**src/rtl/multicycle_ctrl_pkg.sv**
```systemverilog
// Shared types and encodings for the multicycle ARMv4 control unit.
package multicycle_ctrl_pkg;

    typedef enum logic [3:0] {
        S_FETCH    = 4'd0,
        S_DECODE   = 4'd1,
        S_MEMADR   = 4'd2,
        S_MEMRD    = 4'd3,
        S_MEMWB    = 4'd4,
        S_MEMWR    = 4'd5,
        S_EXECUTER = 4'd6,
        S_EXECUTEI = 4'd7,
        S_ALUWB    = 4'd8,
        S_BRANCH   = 4'd9
    } state_t;

    localparam logic [1:0] OP_DP  = 2'b00;
    localparam logic [1:0] OP_MEM = 2'b01;
    localparam logic [1:0] OP_BR  = 2'b10;

    localparam logic [3:0] CMD_ADD = 4'b0100;
    localparam logic [3:0] CMD_SUB = 4'b0010;
    localparam logic [3:0] CMD_AND = 4'b0000;
    localparam logic [3:0] CMD_ORR = 4'b1100;
    localparam logic [3:0] CMD_CMP = 4'b1010;

    localparam logic [1:0] ALU_ADD = 2'b00;
    localparam logic [1:0] ALU_SUB = 2'b01;
    localparam logic [1:0] ALU_AND = 2'b10;
    localparam logic [1:0] ALU_ORR = 2'b11;

    localparam logic [3:0] COND_EQ = 4'b0000;
    localparam logic [3:0] COND_NE = 4'b0001;
    localparam logic [3:0] COND_CS = 4'b0010;
    localparam logic [3:0] COND_CC = 4'b0011;
    localparam logic [3:0] COND_MI = 4'b0100;
    localparam logic [3:0] COND_PL = 4'b0101;
    localparam logic [3:0] COND_VS = 4'b0110;
    localparam logic [3:0] COND_VC = 4'b0111;
    localparam logic [3:0] COND_HI = 4'b1000;
    localparam logic [3:0] COND_LS = 4'b1001;
    localparam logic [3:0] COND_GE = 4'b1010;
    localparam logic [3:0] COND_LT = 4'b1011;
    localparam logic [3:0] COND_GT = 4'b1100;
    localparam logic [3:0] COND_LE = 4'b1101;
    localparam logic [3:0] COND_AL = 4'b1110;

    // flags is {N,Z,C,V}; the 1111 encoding never executes
    function automatic logic cond_check(input logic [3:0] cond, input logic [3:0] flags);
        logic n, z, c, v;
        {n, z, c, v} = flags;
        case (cond)
            COND_EQ: cond_check = z;
            COND_NE: cond_check = ~z;
            COND_CS: cond_check = c;
            COND_CC: cond_check = ~c;
            COND_MI: cond_check = n;
            COND_PL: cond_check = ~n;
            COND_VS: cond_check = v;
            COND_VC: cond_check = ~v;
            COND_HI: cond_check = c & ~z;
            COND_LS: cond_check = ~(c & ~z);
            COND_GE: cond_check = (n == v);
            COND_LT: cond_check = (n != v);
            COND_GT: cond_check = ~z & (n == v);
            COND_LE: cond_check = ~(~z & (n == v));
            COND_AL: cond_check = 1'b1;
            default: cond_check = 1'b0;
        endcase
    endfunction

endpackage

```
**src/rtl/multicycle_main_fsm.sv**
```systemverilog
// Main sequencing FSM: state register, next-state logic and raw per-state controls.
// While reset is low the controls decode as FETCH so the datapath selects stay defined.
import multicycle_ctrl_pkg::*;

module multicycle_main_fsm (
    input  logic       clk,
    input  logic       reset,
    input  logic [1:0] op,
    input  logic       imm,
    input  logic       load,
    output state_t     state,
    output logic       ir_write,
    output logic       next_pc,
    output logic       adr_src,
    output logic       alu_src_a,
    output logic [1:0] alu_src_b,
    output logic [1:0] result_src,
    output logic       reg_w,
    output logic       mem_w,
    output logic       branch,
    output logic       alu_op
);

    state_t state_q, state_d, cur;

    always_ff @(posedge clk) begin
        if (!reset) state_q <= S_FETCH;
        else        state_q <= state_d;
    end

    assign state = state_q;

    always_comb begin
        cur        = reset ? state_q : S_FETCH;
        state_d    = S_FETCH;
        ir_write   = 1'b0;
        next_pc    = 1'b0;
        adr_src    = 1'b0;
        alu_src_a  = 1'b0;
        alu_src_b  = 2'b00;
        result_src = 2'b00;
        reg_w      = 1'b0;
        mem_w      = 1'b0;
        branch     = 1'b0;
        alu_op     = 1'b0;
        case (cur)
            S_FETCH: begin
                ir_write   = 1'b1;
                next_pc    = 1'b1;
                alu_src_a  = 1'b1;
                alu_src_b  = 2'b10;
                result_src = 2'b10;
                state_d    = S_DECODE;
            end
            S_DECODE: begin
                alu_src_a  = 1'b1;
                alu_src_b  = 2'b10;
                result_src = 2'b10;
                case (op)
                    OP_DP:   state_d = imm ? S_EXECUTEI : S_EXECUTER;
                    OP_MEM:  state_d = S_MEMADR;
                    OP_BR:   state_d = S_BRANCH;
                    default: state_d = S_FETCH;
                endcase
            end
            S_MEMADR: begin
                alu_src_b = 2'b01;
                state_d   = load ? S_MEMRD : S_MEMWR;
            end
            S_MEMRD: begin
                adr_src = 1'b1;
                state_d = S_MEMWB;
            end
            S_MEMWB: begin
                result_src = 2'b01;
                reg_w      = 1'b1;
                state_d    = S_FETCH;
            end
            S_MEMWR: begin
                adr_src = 1'b1;
                mem_w   = 1'b1;
                state_d = S_FETCH;
            end
            S_EXECUTER: begin
                alu_op  = 1'b1;
                state_d = S_ALUWB;
            end
            S_EXECUTEI: begin
                alu_src_b = 2'b01;
                alu_op    = 1'b1;
                state_d   = S_ALUWB;
            end
            S_ALUWB: begin
                reg_w   = 1'b1;
                state_d = S_FETCH;
            end
            S_BRANCH: begin
                alu_src_b  = 2'b01;
                result_src = 2'b10;
                branch     = 1'b1;
                state_d    = S_FETCH;
            end
            default: state_d = S_FETCH;
        endcase
    end

endmodule

```
**src/rtl/multicycle_ctrl.sv**
```systemverilog
// Multicycle ARMv4 control unit: ALU decode, NZCV flags, condition check and write gating.
// Define MULTICYCLE_CTRL_CMP_EN to decode cmd 1010 as CMP.
import multicycle_ctrl_pkg::*;

module multicycle_ctrl (
    input  logic       clk,
    input  logic       reset,
    input  logic [1:0] Op,
    input  logic [5:0] Funct,
    input  logic [3:0] Rd,
    input  logic [3:0] Cond,
    input  logic [3:0] ALUFlags,
    output logic       PCWrite,
    output logic       IRWrite,
    output logic       RegWrite,
    output logic       MemWrite,
    output logic       AdrSrc,
    output logic       ALUSrcA,
    output logic [1:0] ALUSrcB,
    output logic [1:0] ResultSrc,
    output logic [1:0] ImmSrc,
    output logic [1:0] RegSrc,
    output logic [1:0] ALUControl
);

    state_t     state;
    logic       ir_write, next_pc, reg_w, mem_w, branch, alu_op;
    logic [1:0] flag_w;
    logic [3:0] flags;
    logic       condex, condex_q, no_write, pcs;

    multicycle_main_fsm u_fsm (
        .clk        (clk),
        .reset      (reset),
        .op         (Op),
        .imm        (Funct[5]),
        .load       (Funct[0]),
        .state      (state),
        .ir_write   (ir_write),
        .next_pc    (next_pc),
        .adr_src    (AdrSrc),
        .alu_src_a  (ALUSrcA),
        .alu_src_b  (ALUSrcB),
        .result_src (ResultSrc),
        .reg_w      (reg_w),
        .mem_w      (mem_w),
        .branch     (branch),
        .alu_op     (alu_op)
    );

    always_comb begin
        ALUControl = ALU_ADD;
        flag_w     = 2'b00;
        if (alu_op) begin
            case (Funct[4:1])
                CMD_ADD: ALUControl = ALU_ADD;
                CMD_SUB: ALUControl = ALU_SUB;
                CMD_AND: ALUControl = ALU_AND;
                CMD_ORR: ALUControl = ALU_ORR;
`ifdef MULTICYCLE_CTRL_CMP_EN
                CMD_CMP: ALUControl = ALU_SUB;
`endif
                default: ALUControl = ALU_ADD;
            endcase
            flag_w[1] = Funct[0];
`ifdef MULTICYCLE_CTRL_CMP_EN
            flag_w[0] = Funct[0] & ((Funct[4:1] == CMD_ADD) | (Funct[4:1] == CMD_SUB) |
                                    (Funct[4:1] == CMD_CMP));
`else
            flag_w[0] = Funct[0] & ((Funct[4:1] == CMD_ADD) | (Funct[4:1] == CMD_SUB));
`endif
        end
    end

    // Decoded from the held instruction, not gated by alu_op, so it still holds in ALUWB
`ifdef MULTICYCLE_CTRL_CMP_EN
    assign no_write = (Op == OP_DP) && (Funct[4:1] == CMD_CMP);
`else
    assign no_write = 1'b0;
`endif

    assign condex = cond_check(Cond, flags);

    always_ff @(posedge clk) begin
        if (!reset) begin
            flags    <= 4'b0000;
            condex_q <= 1'b0;
        end else begin
            if (state == S_DECODE) condex_q <= condex;
            if (flag_w[1] & condex_q) flags[3:2] <= ALUFlags[3:2];
            if (flag_w[0] & condex_q) flags[1:0] <= ALUFlags[1:0];
        end
    end

    assign pcs      = branch | (reg_w & (Rd == 4'd15));
    assign PCWrite  = reset & (next_pc | (pcs & condex_q));
    assign IRWrite  = reset & ir_write;
    assign RegWrite = reset & reg_w & condex_q & ~no_write;
    assign MemWrite = reset & mem_w & condex_q;
    assign ImmSrc   = Op;
    assign RegSrc   = {Op == OP_MEM, Op == OP_BR};

endmodule

```
**config.mk**
```make
export PLATFORM = sky130hd
export DESIGN_NAME = multicycle_ctrl
export DESIGN_NICKNAME = d
export VERILOG_FILES = /design/src/rtl/multicycle_ctrl_pkg.sv /design/src/rtl/multicycle_main_fsm.sv /design/src/rtl/multicycle_ctrl.sv
export SDC_FILE = /design/constraint.sdc
export NUM_CORES = 1
export LEC_CHECK = 0
export ABC_AREA = 1
export CAP_MARGIN = 10
export CORE_UTILIZATION = 30
export CTS_CLUSTER_DIAMETER = 120
export DETAILED_ROUTE_END_ITERATION = 8
export PLACE_DENSITY = 0.71
export SETUP_SLACK_MARGIN = 0.3
export SLEW_MARGIN = 20
export SYNTH_ARGS = -nofsm -noshare
export SYNTH_HDL_FRONTEND = slang
export SYNTH_HIERARCHICAL = 1
export SYNTH_SLANG_ARGS = --single-unit
```
**constraint.sdc**
```tcl
create_clock -name clk -period 1.5 [get_ports clk]
set_input_delay 0.3 -clock clk [delete_from_list [all_inputs] [get_ports clk]]
set_output_delay 0.3 -clock clk [all_outputs]
set_load 0.02 [all_outputs]
```
After elaboration in Yosys (flattened, before gate mapping)
Cells that the tools add are included.
- multiplexer cells: 18
- reduce and logical (&&, ||, !) cells: 10
- equal/unequal tests: 32
- bitwise operators: 22
- operators with widths (kind ; count):
    4-bit == test, second input constant ; 11
    4-bit by 3-bit == test with 1-bit output, second input constant ; 9
    4-bit by 2-bit == test with 1-bit output, second input constant ; 5
    4-bit case mux with 5 select lines ; 1
    1-bit case mux with 15 select lines ; 1
    1-bit AND ; 13
    4-bit by 1-bit == test with 1-bit output, second input constant ; 3
    4-bit logical NOT ; 3
    4-bit case mux with 3 select lines ; 1
    1-bit two-way mux ; 8
    2-bit case mux with 2 select lines ; 2
    2-bit OR reduction ; 4
    1-bit inverter ; 6
    2-bit case mux with 3 select lines ; 1
    3-bit OR reduction ; 2
    2-bit two-way mux ; 2
    4-bit two-way mux ; 1
    3-bit two-way mux ; 1
    1-bit OR ; 3
    2-bit by 1-bit == test with 1-bit output, second input constant ; 1
    2-bit == test, second input constant ; 1
    2-bit logical NOT ; 1
    1-bit == test ; 1
    1-bit inequality test ; 1
- logic and storage cells: 86
- input bits: 22
- register bits after elaboration: 9

Logic depth before layout (Yosys ltp)
Gate-level depths: netlist (run 1).
- depth in word-level cells: 9
- depth in mapped cells: 11
- gate-level depth less buffers: 10

By module
Netlist (run 1), hierarchy kept.
- modules (own cells, without submodules) (module ; cells each ; sequential area each (µm²) ; instances ; area each (µm²)):
    multicycle_ctrl ; 114 ; 100.1 ; 1 ; 584.3
    multicycle_main_fsm ; 52 ; 80.1 ; 1 ; 297.8

Worst setup path after synthesis (run 1)
No wires, ideal clock.
- kind: register -> output
- start point: register u_fsm.state_q[2] (netlist: u_fsm/state[2])
- end point: output port PCWrite
- data required time: 1.200 ns
- path slack: -0.177 ns
- stages on the path, launching flop included: 9
- arrival time: 1.377 ns
- cells stage by stage: dfxtp_1 nand2_1 nor2_2 nor2_1 nor2_1 inv_1 nor2_1 a31oi_1 o21ai_0
- word-level cells in the longest chain between the ends: 9
- elaborated cells on any way between the ends: 14
- classes of those cells: 3 x eq/ne; 4 x mux; 5 x bitwise; 2 x reduce/logical
- ends and longest elaborated chain (element ; line ; text):
    from (decl) ; multicycle_main_fsm.sv:24 ; state_t state_q, state_d, cur;
    from (signal assigned) ; multicycle_main_fsm.sv:28 ; else state_q <= state_d;
    4-bit two-way mux (*) ; multicycle_main_fsm.sv:34 ; cur = reset ? state_q : S_FETCH;
    4-bit by 3-bit == test with 1-bit output or 4-bit == test (tied branches) ; multicycle_main_fsm.sv:46 ; case (cur)
    2-bit OR reduction (no source line) (*) ; - ;
    1-bit two-way mux (*) ; multicycle_main_fsm.sv:46 ;
    named net reg_w ; multicycle_ctrl.sv:27 ; logic ir_write, next_pc, reg_w, mem_w, branch, alu_op;
    1-bit AND (*) ; multicycle_ctrl.sv:95 ; assign pcs = branch | (reg_w & (Rd == 4'd15));
    1-bit OR (*) ; multicycle_ctrl.sv:95 ;
    1-bit AND (*) ; multicycle_ctrl.sv:96 ; assign PCWrite = reset & (next_pc | (pcs & condex_q));
    1-bit OR (*) ; multicycle_ctrl.sv:96 ;
    1-bit AND (*) ; multicycle_ctrl.sv:96 ;
    to (decl) ; multicycle_ctrl.sv:13 ; output logic PCWrite,
The timed path passes the listed nets; every way through them passes the cells marked *.

Worst setup path after layout (run 1)
- start point: register u_fsm.state_q[3] (netlist: u_fsm/state[3])
- end point: output port PCWrite
Same word-level chain as after synthesis.

==> flow_summary.json, run 1 <==
{
  "crit_slowest_cell": "dfxtp_4",
  "clkTransAtPathRegs_ns": 0.06,
  "finalSetupViolCount": 12,
  "synthFlopType": "dfxtp_1",
  "grt_most_used_layer": "met2",
  "grtUsageMet1": 0.224,
  "synth_seq_area_share": 0.204,
  "synth_area_um2": 882,
  "finalPower_mw": 0.782,
  "min_period_ns": 1.84,
  "post-route-cell-area_mm2": 0.00179,
  "synth_area_per_cell_um2": 5.31,
  "ant_nets": 0,
  "synth.top_cell.area_share": 0.204,
  "die_h_um": 56.2,
  "use_met3": 0.0442,
  "syn_nets": 188,
  "slowest_delay_ns": 0.38,
  "gr-usage-met2": 0.347,
  "fmax_ghz": 0.544,
  "num_io_pins": 38,
  "drc_errors": 0,
  "vias": 1318,
  "dpl_cell_area_mm2": 0.00153,
  "io_buffers": 37,
  "whs_ns": 0.391,
  "clockBufferDepth": 2,
  "pwr_density_cell_mw_per_mm2": 438,
  "yosysTopAreaCell": "dfxtp_1",
  "yosys-top-cells-count": "nand2_1 (41), nor2_1 (31), inv_1 (28), nand3_1 (23), dfxtp_1 (9)",
  "crit_arrival_ns": 1.54,
  "ys_ff_latch": 9,
  "worstSetupPathDepth": 9,
  "slew_headroom": 0.828,
  "detail_route.wl_per_cell_um": 11.7,
  "netlist_instances": 166,
  "min_period_over_period": 1.22,
  "firstDrtPassIters": 4,
  "grt_overflow": 0,
  "tightest_slew_ns": 0.257,
  "grt_pass1_vias": 1145,
  "hpwlAfterDp_um": 2060,
  "dieArea_mm2": 0.00316,
  "synth_edf_count": 0,
  "hold_path.class": "in2reg",
  "fin_cells": 272,
  "rows": 19,
  "numCtsBuffers": 3,
  "initial_core_util": 0.317,
  "drive_above_1_share": 0.465,
  "core_area_mm2": 0.00278,
  "area_growth_syn_to_layout_pct": 103,
  "yosysMostFrequentCell": "nand2_1",
  "die_x_um": 56.2,
  "worstPathRequired_ns": 1.20,
  "first_iter_violations": 107,
  "grt_usage": 0.188,
  "timing.critical_path.mode_cell": "nor2_2",
  "cp_num_buf_inv": 2,
  "clock_skew_ns": 0.00268,
  "cts_tree": "yes",
  "layout.nets": 264,
  "rr_worst_depth": 11,
  "layout_setup_ws_ns": -0.337,
  "dp.cells": 255,
  "crit_family": "simple AND/OR/NAND/NOR gates",
  "worstPathMaxFanout": 3,
  "drt-total-wl_um": 3180,
  "clkSinkCount": 9,
  "gp_congestion": 0.886,
  "start_kind": "register",
  "hold_depth": 3,
  "worstSkewPairLatency_ns": 0.26,
  "status": "finished, violations left",
  "cap_violations": 0,
  "grt_pass1_wl_um": 4840,
  "violations": "negative setup slack",
  "hold_buffers": 0,
  "vdd.ir_drop.worst_v": 0.000411,
  "power_leakage_nw": 0.895,
  "worstPathCellList": "nand2_4 -> nor2_4 -> nor2_2 -> nor2_2 -> inv_2 -> nor2_2 -> a31oi_1 -> o21ai_2 -> buf_6",
  "diodes": 0,
  "drv_slew": 0,
  "routed_via_density": 4.85,
  "end_kind": "output pin",
  "ys_types": 19,
  "grt_max_degree": 11,
  "htreeDepth": 1,
  "root_buffer": "clkbuf_4",
  "finalHoldViolCount": 0,
  "synth_area_leaders": "dfxtp_1 (20%), nand2_1 (17%), nor2_1 (13%)",
  "grt_setup_unrepaired": "true",
  "setup.worst_path.class": "reg2out",
  "async_flop_share": 0,
  "ys_warn_count": 6,
  "grt_antenna_before_repair": 0
}
timing repair:
action                     CTS  global route
hold endpoints to repair     0             0
setup endpoints to repair   25            18
pin swaps                   12            17
buffers inserted             7             6
resized for setup          129            29
report_power, final:
group,internal (mW),total [mW],switching (mW),leakage [nW]
clock network,0.103,0.190,0.0870,0.0150
registers,0.246,0.256,0.00913,0.0759
logic,0.163,0.337,0.174,0.804
total,0.513,0.782,0.270,0.895
through the flow:
stage	util	TNS [ns]	setup WS, ns
2_1_floorplan	-	0	0.0731
3_3_place_gp	0.552	-14.48	-1.01
3_5_place_dp	0.552	-15.01	-1.06
4_1_cts	0.611	-1.45	-0.238
5_1_grt	0.642	-2.91	-0.418
6_report	0.642	-2.23	-0.337
final timing paths:
kind,start,end,slack (ns)
setup / recovery,u_fsm/state[3]$_SDFF_PN0_,PCWrite,-0.34
hold / removal,reset,u_fsm/state[0]$_SDFF_PN0_,0.39
setup reg to reg,u_fsm/state[2]$_SDFF_PN0_,flags[0]$_SDFFE_PN0P_,0.11
hold reg to reg,flags[3]$_SDFFE_PN0P_,flags[3]$_SDFFE_PN0P_,0.51
placed cells by master (no fill, tap or decap), drive strengths merged:
cell type,count
a21oi,7
a31oi,1
buf,53
clkbuf,7
clkdlybuf4s15,1
clkdlybuf4s50,10
dfxtp,9
dlygate4sd2,8
inv,29
nand2,41
nand3,23
nand3b,1
nand4,3
nor2,34
nor3,2
o21ai,12
layout make-up:
| cell class | count | area (um2) |
|---|---|---|
| fill | 228 | 995 |
| multi-input combinational | 124 | 748 |
| timing repair buffer | 75 | 663 |
| sequential | 9 | 191 |
| inverter | 29 | 119 |
| tap | 31 | 38.8 |
| clock buffer | 4 | 26.3 |
tightest hold or removal path: cells and delay by family:
family,cells,cell delay (ns)
AO/OA/AOI/OAI,1,0.04
AND/OR/NAND/NOR,1,0.11
buffers and inverters,1,0.16
registers in the layout (all words and copies together), names as in the netlist:
register	cells
u_fsm/state	4
flags	4
condex_q	1
metal layers:
metal	part of all wire	wire length [um]
met1	0.41	1310
met2	0.54	1700
met3	0.044	140
met4	0.0079	25
met5	0	0
cells by family (layout without fill, tap and decap cells):
group / Yosys count / count (layout) / share of synthesized area
AOI/OAI and AO/OA: 20 / 20 / 0.123
and+or+nand+nor: 104 / 104 / 0.511
DFF: 9 / 9 / 0.204
buffers and inverters: 33 / 108 / 0.162
Power figures use the tool's default switching activity.
==> run 2: changes to the inputs <==
--- a/config.mk
+++ b/config.mk
@@ -7,13 +7,14 @@
 export LEC_CHECK = 0
 export ABC_AREA = 1
 export CAP_MARGIN = 10
-export CORE_UTILIZATION = 30
+export CORE_UTILIZATION = 42
 export CTS_CLUSTER_DIAMETER = 120
 export DETAILED_ROUTE_END_ITERATION = 8
-export PLACE_DENSITY = 0.71
+export PLACE_DENSITY = 0.91
 export SETUP_SLACK_MARGIN = 0.3
 export SLEW_MARGIN = 20
 export SYNTH_ARGS = -nofsm -noshare
 export SYNTH_HDL_FRONTEND = slang
 export SYNTH_HIERARCHICAL = 1
 export SYNTH_SLANG_ARGS = --single-unit
+export TNS_END_PERCENT = 10
==> run 2 against run 1 <==
- the flow still finishes with violations (negative setup slack)
- flip-flop and latch count is the same
- non-clock buffer count down 9
- total power is 0.18% higher
- combinational power down 5%
- sequential share of layout area is 1.1 points higher
==> flow_summary.json, run 2 (synthesis gave the netlist of run 1 again) <==
{
  "firstDrtPassIters": 4,
  "slew_headroom": 0.836,
  "tns_ns": -2.69,
  "rows": 16,
  "clock_skew_ns": 0.00540,
  "layout_commonest_cell": "buf_4",
  "die_h_um": 47.8,
  "setup.worst_path.class": "reg2out",
  "utilization": 0.812,
  "drv_slew": 0,
  "worstPathMaxFanout": 3,
  "power_leakage_nw": 0.838,
  "grt_usage": 0.295,
  "worstSkewPairLatency_ns": 0.27,
  "vias": 1383,
  "pwr_density_cell_mw_per_mm2": 492,
  "r2r_slack_ns": -0.11,
  "min_from": "reset",
  "intPower_mw": 0.494,
  "die_x_um": 47.8,
  "dieArea_mm2": 0.00229,
  "diodes": 0,
  "finalHoldViolCount": 0,
  "first_iter_violations": 61,
  "startpoint": "u_fsm/state[3]$_SDFF_PN0_",
  "htreeDepth": 1,
  "dp.cells": 251,
  "drive_above_1_share": 0.362,
  "detail_route.wl_per_cell_um": 14.5,
  "tightest_slew_ns": 0.247,
  "routed_via_density": 5.34,
  "min_period_over_period": 1.27,
  "cap_violations": 0,
  "gp_congestion": 0.874,
  "root_buffer": "clkbuf_4",
  "drc_errors": 0,
  "r2r_end": "flags[1]$_SDFFE_PN0P_",
  "area_growth_syn_to_layout_pct": 80.6,
  "num_io_pins": 38,
  "rr_worst_depth": 12,
  "end_kind": "output pin",
  "final_cell_mix": "buf_4 (35), nand2_1 (33), nor2_1 (26), inv_1 (24), nand3_1 (22)",
  "hpwlAfterDp_um": 2380,
  "pwr-share-seq": 0.326,
  "ant_nets": 0,
  "clockBufferDepth": 2,
  "start_kind": "register",
  "io_buffers": 37,
  "grt_overflow": 0,
  "min_period_ns": 1.90,
  "p_sw_mw": 0.289,
  "status": "finished, violations left",
  "grt_setup_unrepaired": "true",
  "grt_pass1_vias": 1178,
  "whs_ns": 0.393,
  "fin_cells": 259,
  "hold_path.class": "in2reg",
  "grt_max_degree": 11,
  "core_area_mm2": 0.00196,
  "initial_core_util": 0.450,
  "grt_antenna_before_repair": 0,
  "violations": "negative setup slack",
  "grt_pass1_wl_um": 4660,
  "layout.nets": 255,
  "crit_arrival_ns": 1.60,
  "p_sw_frac": 0.369,
  "worstPathRequired_ns": 1.20,
  "hold_depth": 3,
  "numCtsBuffers": 3,
  "fmax_ghz": 0.527,
  "vdd.ir_drop.worst_v": 0.000363,
  "layout_setup_ws_ns": -0.399,
  "cts_tree": "yes",
  "clkSinkCount": 9,
  "power_frac_clock": 0.266,
  "reg2reg_from": "u_fsm/state[2]$_SDFF_PN0_",
  "clkTransAtPathRegs_ns": 0.07,
  "finalSetupViolCount": 16,
  "drt-total-wl_um": 3750,
  "hold_path_end": "u_fsm/state[0]$_SDFF_PN0_",
  "combPwrFrac": 0.408
}
run 2: cell count changes in the layout (fill, tap and decap cells not counted), moves of 5 or more:
cell / delta
buf_6: -12
inv_1: +7
nor2_1: +6
nor2_4: -5
run 2: layer usage:
layer,wire (um),vias to the layer above,track usage
met1,1330,621,0.282
met3,284,29,0.0604
met5,0,-,0
met2,1900,78,0.573
met4,230,0,0.167
li1,-,655,-
run 2: worst max-delay path by stage:
stage	endpoint	slack, ns	cells past startpoint
detailed placement	PCWrite	-1.17	10
CTS	PCWrite	-0.29	9
global route	PCWrite	-0.43	9
floorplan	PCWrite	0.07	8
global placement	PCWrite	-0.98	10
finish	PCWrite	-0.40	9
run 2: final cells by class:
type,count,area (um2)
multi-input combinational,124,668
inverter,29,109
clock buffer,3,22.5
timing repair buffer,66,566
clock inverter,1,5.00
fill,137,369
tap,27,33.8
sequential,9,189
run 2: repair_timing:
action	CTS	global route
resized for setup	92	36
cloned	0	0
setup endpoints to repair	25	21
setup buffers	1	3
pin swaps	6	5
hold buffers	0	0
run 2: power groups by stage:
stage,logic (mW),registers [mW],clock network [mW]
after floorplan,0.125,0.261,0
after global placement,0.276,0.258,0
after detailed placement,0.286,0.259,0
after CTS,0.281,0.254,0.202
after global routing,0.340,0.257,0.214
final,0.319,0.256,0.209
run 2: worst max-delay path, cell delays in order (launching register included):
cell	delay [ns]
dfxtp_4	0.39
nand2_4	0.06
nor2_4	0.12
nor2_1	0.08
nor2_1	0.08
inv_1	0.07
nor2_2	0.10
a31oi_2	0.10
o21ai_2	0.19
buf_6	0.15
run 2: stage by stage:
step                      power (mW)  instance area [um2]  setup slack (ns)
final                          0.784                 1590            -0.399
after global routing           0.811                 1590            -0.434
after CTS                      0.737                 1490            -0.289
after detailed placement       0.545                 1460             -1.17
after global placement         0.534                 1460            -0.982
after floorplan                0.386                  903            0.0730
